<file path="src/rtl/count_splitter_if.sv">
// Request/result bundle between a count source and the count_splitter divider.
// The master drives the operands and start; the slave returns status and results.
interface count_splitter_if #(
  parameter int unsigned DW = 15,
  parameter int unsigned VW = 7
) ();
  logic          start;
  logic [DW-1:0] dividend;
  logic [VW-1:0] divisor;
  logic          busy;
  logic          done;
  logic [DW-1:0] quotient;
  logic [VW-1:0] remainder;
  logic          div_zero;

  modport master (
    output start, dividend, divisor,
    input  busy, done, quotient, remainder, div_zero
  );

  modport slave (
    input  start, dividend, divisor,
    output busy, done, quotient, remainder, div_zero
  );
endinterface

</file>
<file path="src/rtl/count_splitter.sv">
// Sequential restoring divider: splits a count into quotient*divisor + remainder,
// one quotient bit per cycle MSB first, results held until the next completion.
module count_splitter #(
  parameter int unsigned DW = 15,
  parameter int unsigned VW = 7
) (
  input  logic             clk_n,
  input  logic             reset_n,
  count_splitter_if.slave  bus
);

  typedef enum logic [1:0] {StIdle, StCalc, StDone} state_e;

  localparam logic [3:0] LastCnt = 4'(DW - 1);

  state_e        state_q, state_d;
  logic [3:0]    cnt_q, cnt_d;
  logic [DW-1:0] dvd_q, dvd_d;   // dividend bits shift out MSB, quotient bits shift in LSB
  logic [VW-1:0] dsr_q, dsr_d;
  logic [VW-1:0] part_q, part_d;
  logic [DW-1:0] quot_q, quot_d;
  logic [VW-1:0] rem_q, rem_d;
  logic          dz_q, dz_d;

  logic [VW:0]   trial;
  logic [DW-1:0] q_next;
  logic          qbit;

  always_comb begin
    state_d = state_q;
    cnt_d   = cnt_q;
    dvd_d   = dvd_q;
    dsr_d   = dsr_q;
    part_d  = part_q;
    quot_d  = quot_q;
    rem_d   = rem_q;
    dz_d    = dz_q;
    trial   = '0;
    q_next  = dvd_q;
    qbit    = 1'b0;

    unique case (state_q)
      StIdle: begin
        if (bus.start) begin
          if (bus.divisor == '0) begin
            quot_d  = '1;
            rem_d   = '0;
            dz_d    = 1'b1;
            state_d = StDone;
          end else begin
            dvd_d   = bus.dividend;
            dsr_d   = bus.divisor;
            part_d  = '0;
            cnt_d   = '0;
            state_d = StCalc;
          end
        end
      end

      StCalc: begin
        trial = {part_q, dvd_q[DW-1]};
        if (trial >= {1'b0, dsr_q}) begin
          qbit   = 1'b1;
          part_d = VW'(trial - {1'b0, dsr_q});
        end else begin
          part_d = trial[VW-1:0];
        end
        q_next = {dvd_q[DW-2:0], qbit};
        dvd_d  = q_next;
        cnt_d  = cnt_q + 4'd1;
        if (cnt_q == LastCnt) begin
          quot_d  = q_next;
          rem_d   = part_d;
          dz_d    = 1'b0;
          state_d = StDone;
        end
      end

      StDone: begin
        state_d = StIdle;
      end

      default: begin
        state_d = StIdle;
      end
    endcase
  end

  always_ff @(posedge clk_n) begin
    if (!reset_n) begin
      state_q <= StIdle;
      cnt_q   <= '0;
      dvd_q   <= '0;
      dsr_q   <= '0;
      part_q  <= '0;
      quot_q  <= '0;
      rem_q   <= '0;
      dz_q    <= 1'b0;
    end else begin
      state_q <= state_d;
      cnt_q   <= cnt_d;
      dvd_q   <= dvd_d;
      dsr_q   <= dsr_d;
      part_q  <= part_d;
      quot_q  <= quot_d;
      rem_q   <= rem_d;
      dz_q    <= dz_d;
    end
  end

  assign bus.busy      = (state_q == StCalc);
  assign bus.done      = (state_q == StDone);
  assign bus.quotient  = quot_q;
  assign bus.remainder = rem_q;
  assign bus.div_zero  = dz_q;

endmodule

</file>
<file path="src/flat_wrapper.sv">
// flat-port wrapper written by rule: the top's interface ports become plain ports
module count_splitter_flat 
#(
  parameter int unsigned DW = 15,
  parameter int unsigned VW = 7
)
  (clk_n, reset_n, bus_start, bus_dividend, bus_divisor, bus_busy, bus_done, bus_quotient, bus_remainder, bus_div_zero);
  count_splitter_if #(.DW(DW), .VW(VW)) bus_i ();
  input  logic clk_n;
  input  logic reset_n;
  input wire logic [$bits(bus_i.start)-1:0] bus_start;
  input wire logic [$bits(bus_i.dividend)-1:0] bus_dividend;
  input wire logic [$bits(bus_i.divisor)-1:0] bus_divisor;
  output wire logic [$bits(bus_i.busy)-1:0] bus_busy;
  output wire logic [$bits(bus_i.done)-1:0] bus_done;
  output wire logic [$bits(bus_i.quotient)-1:0] bus_quotient;
  output wire logic [$bits(bus_i.remainder)-1:0] bus_remainder;
  output wire logic [$bits(bus_i.div_zero)-1:0] bus_div_zero;
  assign bus_i.start = bus_start;
  assign bus_i.dividend = bus_dividend;
  assign bus_i.divisor = bus_divisor;
  assign bus_busy = bus_i.busy;
  assign bus_done = bus_i.done;
  assign bus_quotient = bus_i.quotient;
  assign bus_remainder = bus_i.remainder;
  assign bus_div_zero = bus_i.div_zero;
  count_splitter #(.DW(DW), .VW(VW)) u_core (.clk_n(clk_n), .reset_n(reset_n), .bus(bus_i));
endmodule
</file>
<file path="config.mk">
export PLATFORM = sky130hd
export DESIGN_NAME = count_splitter_flat
export DESIGN_NICKNAME = d
export VERILOG_FILES = /design/src/rtl/count_splitter_if.sv /design/src/rtl/count_splitter.sv /design/src/flat_wrapper.sv
export SDC_FILE = /design/constraint.sdc
export NUM_CORES = 1
export LEC_CHECK = 0
export CORE_ASPECT_RATIO = 0.75
export CORE_MARGIN = 1.5
export CORE_UTILIZATION = 57
export DETAILED_ROUTE_END_ITERATION = 10
export PLACE_DENSITY_LB_ADDON = 0.12
export SKIP_LAST_GASP = 1
export SLEW_MARGIN = 20
export SYNTH_ARGS = -nofsm -noshare
export SYNTH_HDL_FRONTEND = slang
export SYNTH_SLANG_ARGS = --single-unit
</file>
<file path="constraint.sdc">
create_clock -name clk_n -period 4.7 [get_ports clk_n]
set_input_delay 0.94 -clock clk_n [delete_from_list [all_inputs] [get_ports clk_n]]
set_output_delay 0.94 -clock clk_n [all_outputs]
set_load 0.02 [all_outputs]
</file>
==> run metrics <==
area of the mapped netlist 2860 sq um; minimum clock period between 3 and 4 ns; starting density of the core 0.590; number of warnings issued by yosys 0; transition time at the pin with the least slew margin between 0.9 and 1 ns; post-synthesis mux area share 0.0355; area of the die 5450 sq um; RSZ-0062 raised after global routing false; # fillers 383; worst reg2reg setup slack 2.02 ns; number of antenna violations at the first check in global routing 0; HPWL after detailed placement 4240 um; detailed-routing iteration count for the pre-antenna-repair pass 5; clock slew seen by the registers of the worst setup and hold paths 0.06 ns; final global-route overflow total 0; headroom to the max-slew limit 0.352; number of flops mapped to enable cells by yosys 0; post-detailed-route count of antenna-violating nets 0; Reg2Reg Launch Point u_core.dvd_q[14]; Critical Path RT between 3 and 4 ns; multi-input logic area 1540 sq um; final weighted congestion in routability-driven placement 0.820; top-level port count 50; average instance area after synthesis 8.98 sq um; total global-route track usage 0.258; initial detailed-routing violation count 194; routed length per placed instance 15.5 um; Chip Height 64.3 um; Simple-Gate Fraction of Synth Area 0.207; nature of the critical path startpoint flop; synthesized netlist net count 353; number of buffers inserted by post-CTS setup repair 0; core region area 4840 sq um; hold path endpoint u_core.cnt_q[3]; Reg area 1160 sq um; post-layout net count 395; number of global-route vias before repair about 2300; hold-fix buffer count after cts 0; Hold Startpoint u_core.cnt_q[3]; synth unique cells 50; kind of path behind the tightest hold check reg -> reg; share of the clock period used by the worst path after layout 0.659; count of maximum capacitance violations 0; FP Rows 22; Critical Path Start u_core.state_q[1]; IO Port Bufs 49; max-slew violation total from the final report 0; number of cells on the worst reg-to-reg path 9; number of diodes 0; CTS tree done; fraction of final layout cells with drive strength greater than 1 0.118; count of unresolved DRC violations after routing 0; worst-skew pair later-pin latency 0.34 ns; worst hold stages 2; post-synthesis register bit count between 50 and 60; Leak 1.50 nW; post-synthesis share of cell area spent on xor and xnor gates 0.00613; clock skew between 0.003 and 0.004 ns; ys flop type sky130_fd_sc_hd__dfxtp_1; pin count of the biggest net entering global routing 59; status completed; first-pass GRT wire length 11100 um; Achievable Freq 323 MHz; main combinational cell family by area after synthesis compound AO/OA/AOI/OAI gates; cell area power density 350 nW/um^2; cts bufs inserted 9; vias 2492; endpoint of the most critical register-to-register path u_core.bus.remainder[5]; clock tree buffer depth 2; die width ~85 um; Setup TNS Final 0 ns; Syn Inst Count 318; # setup viols final 0; clock sink total 58; number of hold violations in the final report 0; worst hold margin between 0.4 and 0.5 ns; arrival time worst endpoint between 2 and 2.5 ns; Area growth syn-to-layout 23.9%; part of the Yosys area used for sequential elements 0.406; Synth async-reset ratio 0; # H-tree levels 3; total wire length 6590 um; total of cells resized after clock tree synthesis 0; clock tree root driver cell sky130_fd_sc_hd__clkbuf_8; Worst Setup End Kind output pin; detail-routed via count per cell 5.86; Critical Path Fanout Max 20; share of the synthesized area in compound gates (AO/OA/AOI/OAI) 0.245; IR drop worst, VDD about 0.00024 V; Worst Setup Path Type reg -> out; synthesized-area fraction occupied by adder cells 0.0464
## final cells by class
cell class                      instances  area share
Inverter                               14      0.0156
Tap cell                               60      0.0212
Sequential cell                        58       0.328
Clock inverter                          2     0.00990
Timing Repair Buffer                   52       0.144
Clock buffer                           14      0.0460
Multi-Input combinational cell        225       0.436
## cells in the final DEF, fill, tap and decap left out, drive strengths merged, types with 13 or more instances in the layout
cell and instances:
a21oi 14, clkbuf 14, clkdlybuf4s50 48, dfxtp 58, inv 13, nand2 38
nand3 20, nor2b 15, o211a 14, o21ai 15, o311a 14, or2 15
## per-stage QoR
step | util | worst slack [ns] | power, mW | cell area [sq um] | cells
6_report | 0.731 | 1.60 | 1.24 | 3540 | 425
2_1_floorplan | - | 2.19 | 0.710 | 2860 | 318
5_1_grt | 0.731 | 1.44 | 1.29 | 3540 | 425
3_5_place_dp | 0.690 | 1.50 | 0.777 | 3340 | 409
4_1_cts | 0.731 | 1.55 | 1.24 | 3540 | 425
3_3_place_gp | 0.690 | 1.56 | 0.771 | 3340 | 409
## synthesized netlist by cell type, types with 2 or more instances
master | count | area [sq um]
sky130_fd_sc_hd__nor2_1 | 10 | 37.5
sky130_fd_sc_hd__o311a_1 | 14 | 140
sky130_fd_sc_hd__nand3_1 | 20 | 100
sky130_fd_sc_hd__ha_1 | 9 | 113
sky130_fd_sc_hd__buf_6 | 2 | 22.5
sky130_fd_sc_hd__o31a_1 | 4 | 35.0
sky130_fd_sc_hd__or2_2 | 15 | 93.8
sky130_fd_sc_hd__mux2i_1 | 9 | 90.1
sky130_fd_sc_hd__or3_1 | 3 | 18.8
sky130_fd_sc_hd__nor3_1 | 2 | 10.0
sky130_fd_sc_hd__o21ai_0 | 13 | 65.1
sky130_fd_sc_hd__nand2_1 | 37 | 139
sky130_fd_sc_hd__o211a_1 | 14 | 140
sky130_fd_sc_hd__nand4_1 | 2 | 12.5
sky130_fd_sc_hd__o22ai_1 | 2 | 12.5
sky130_fd_sc_hd__dfxtp_1 | 58 | 1160
sky130_fd_sc_hd__buf_2 | 3 | 15.0
sky130_fd_sc_hd__nand2b_1 | 3 | 18.8
sky130_fd_sc_hd__o21a_1 | 5 | 37.5
sky130_fd_sc_hd__clkbuf_1 | 14 | 52.6
sky130_fd_sc_hd__and3_1 | 3 | 18.8
sky130_fd_sc_hd__a211oi_1 | 7 | 52.6
sky130_fd_sc_hd__a21oi_1 | 14 | 70.1
sky130_fd_sc_hd__buf_1 | 2 | 7.51
sky130_fd_sc_hd__inv_1 | 12 | 45.0
sky130_fd_sc_hd__nor2b_1 | 15 | 93.8
sky130_fd_sc_hd__a31oi_1 | 3 | 18.8
## sequential cells by signal, indices dropped and copies added (netlist names)
name	flops
u_core.bus.quotient	15
u_core.dvd_q	15
u_core.bus.remainder	7
u_core.dsr_q	7
u_core.part_q	7
u_core.cnt_q	4
u_core.state_q	2
u_core.bus.div_zero	1
## worst max-delay path: stages (launching register included)
cell	delay, ns
sky130_fd_sc_hd__dfxtp_1	0.34
sky130_fd_sc_hd__nand2b_1	0.65
sky130_fd_sc_hd__clkinv_1	0.23
sky130_fd_sc_hd__clkdlybuf4s50_1	0.59
## power breakdown
| part | total (mW) | internal [mW] | switching [mW] |
|---|---|---|---|
| Sequential | 0.536 | 0.516 | 0.0198 |
| Clock | 0.465 | 0.274 | 0.192 |
| Combinational | 0.237 | 0.0993 | 0.138 |
| Total | 1.24 | 0.889 | 0.349 |
## worst max-delay path by stage
stage	cells after the start	endpoint	slack, ns
after global placement	6	u_core.bus.remainder[6]	1.56
after CTS	3	bus_busy	1.55
after detailed placement	6	u_core.bus.quotient[10]	1.50
after floorplan	6	u_core.bus.remainder[5]	2.19
final	3	bus_busy	1.60
after global routing	3	bus_busy	1.44
## cell families (layout without fill, tap and decap cells)
| group | count (synthesis) | count (layout) |
|---|---|---|
| AND/OR/NAND/NOR | 114 | 114 |
| AO/OA/AOI/OAI | 89 | 89 |
| flip-flops | 58 | 58 |
| buffers and inverters | 35 | 82 |
| adder cells (fa/ha/maj) | 10 | 10 |
| multiplexers | 10 | 10 |
| XOR/XNOR | 2 | 2 |
## per-layer routing
| layer | global-route usage | vias to the layer above | part of all wire |
|---|---|---|---|
| li1 | - | 1237 | - |
| met1 | 0.343 | 1172 | 0.49 |
| met2 | 0.413 | 75 | 0.44 |
| met3 | 0.0775 | 8 | 0.054 |
| met4 | 0.0645 | 0 | 0.011 |
| met5 | 0 | - | 0 |
(Power assumes the default switching activity.)
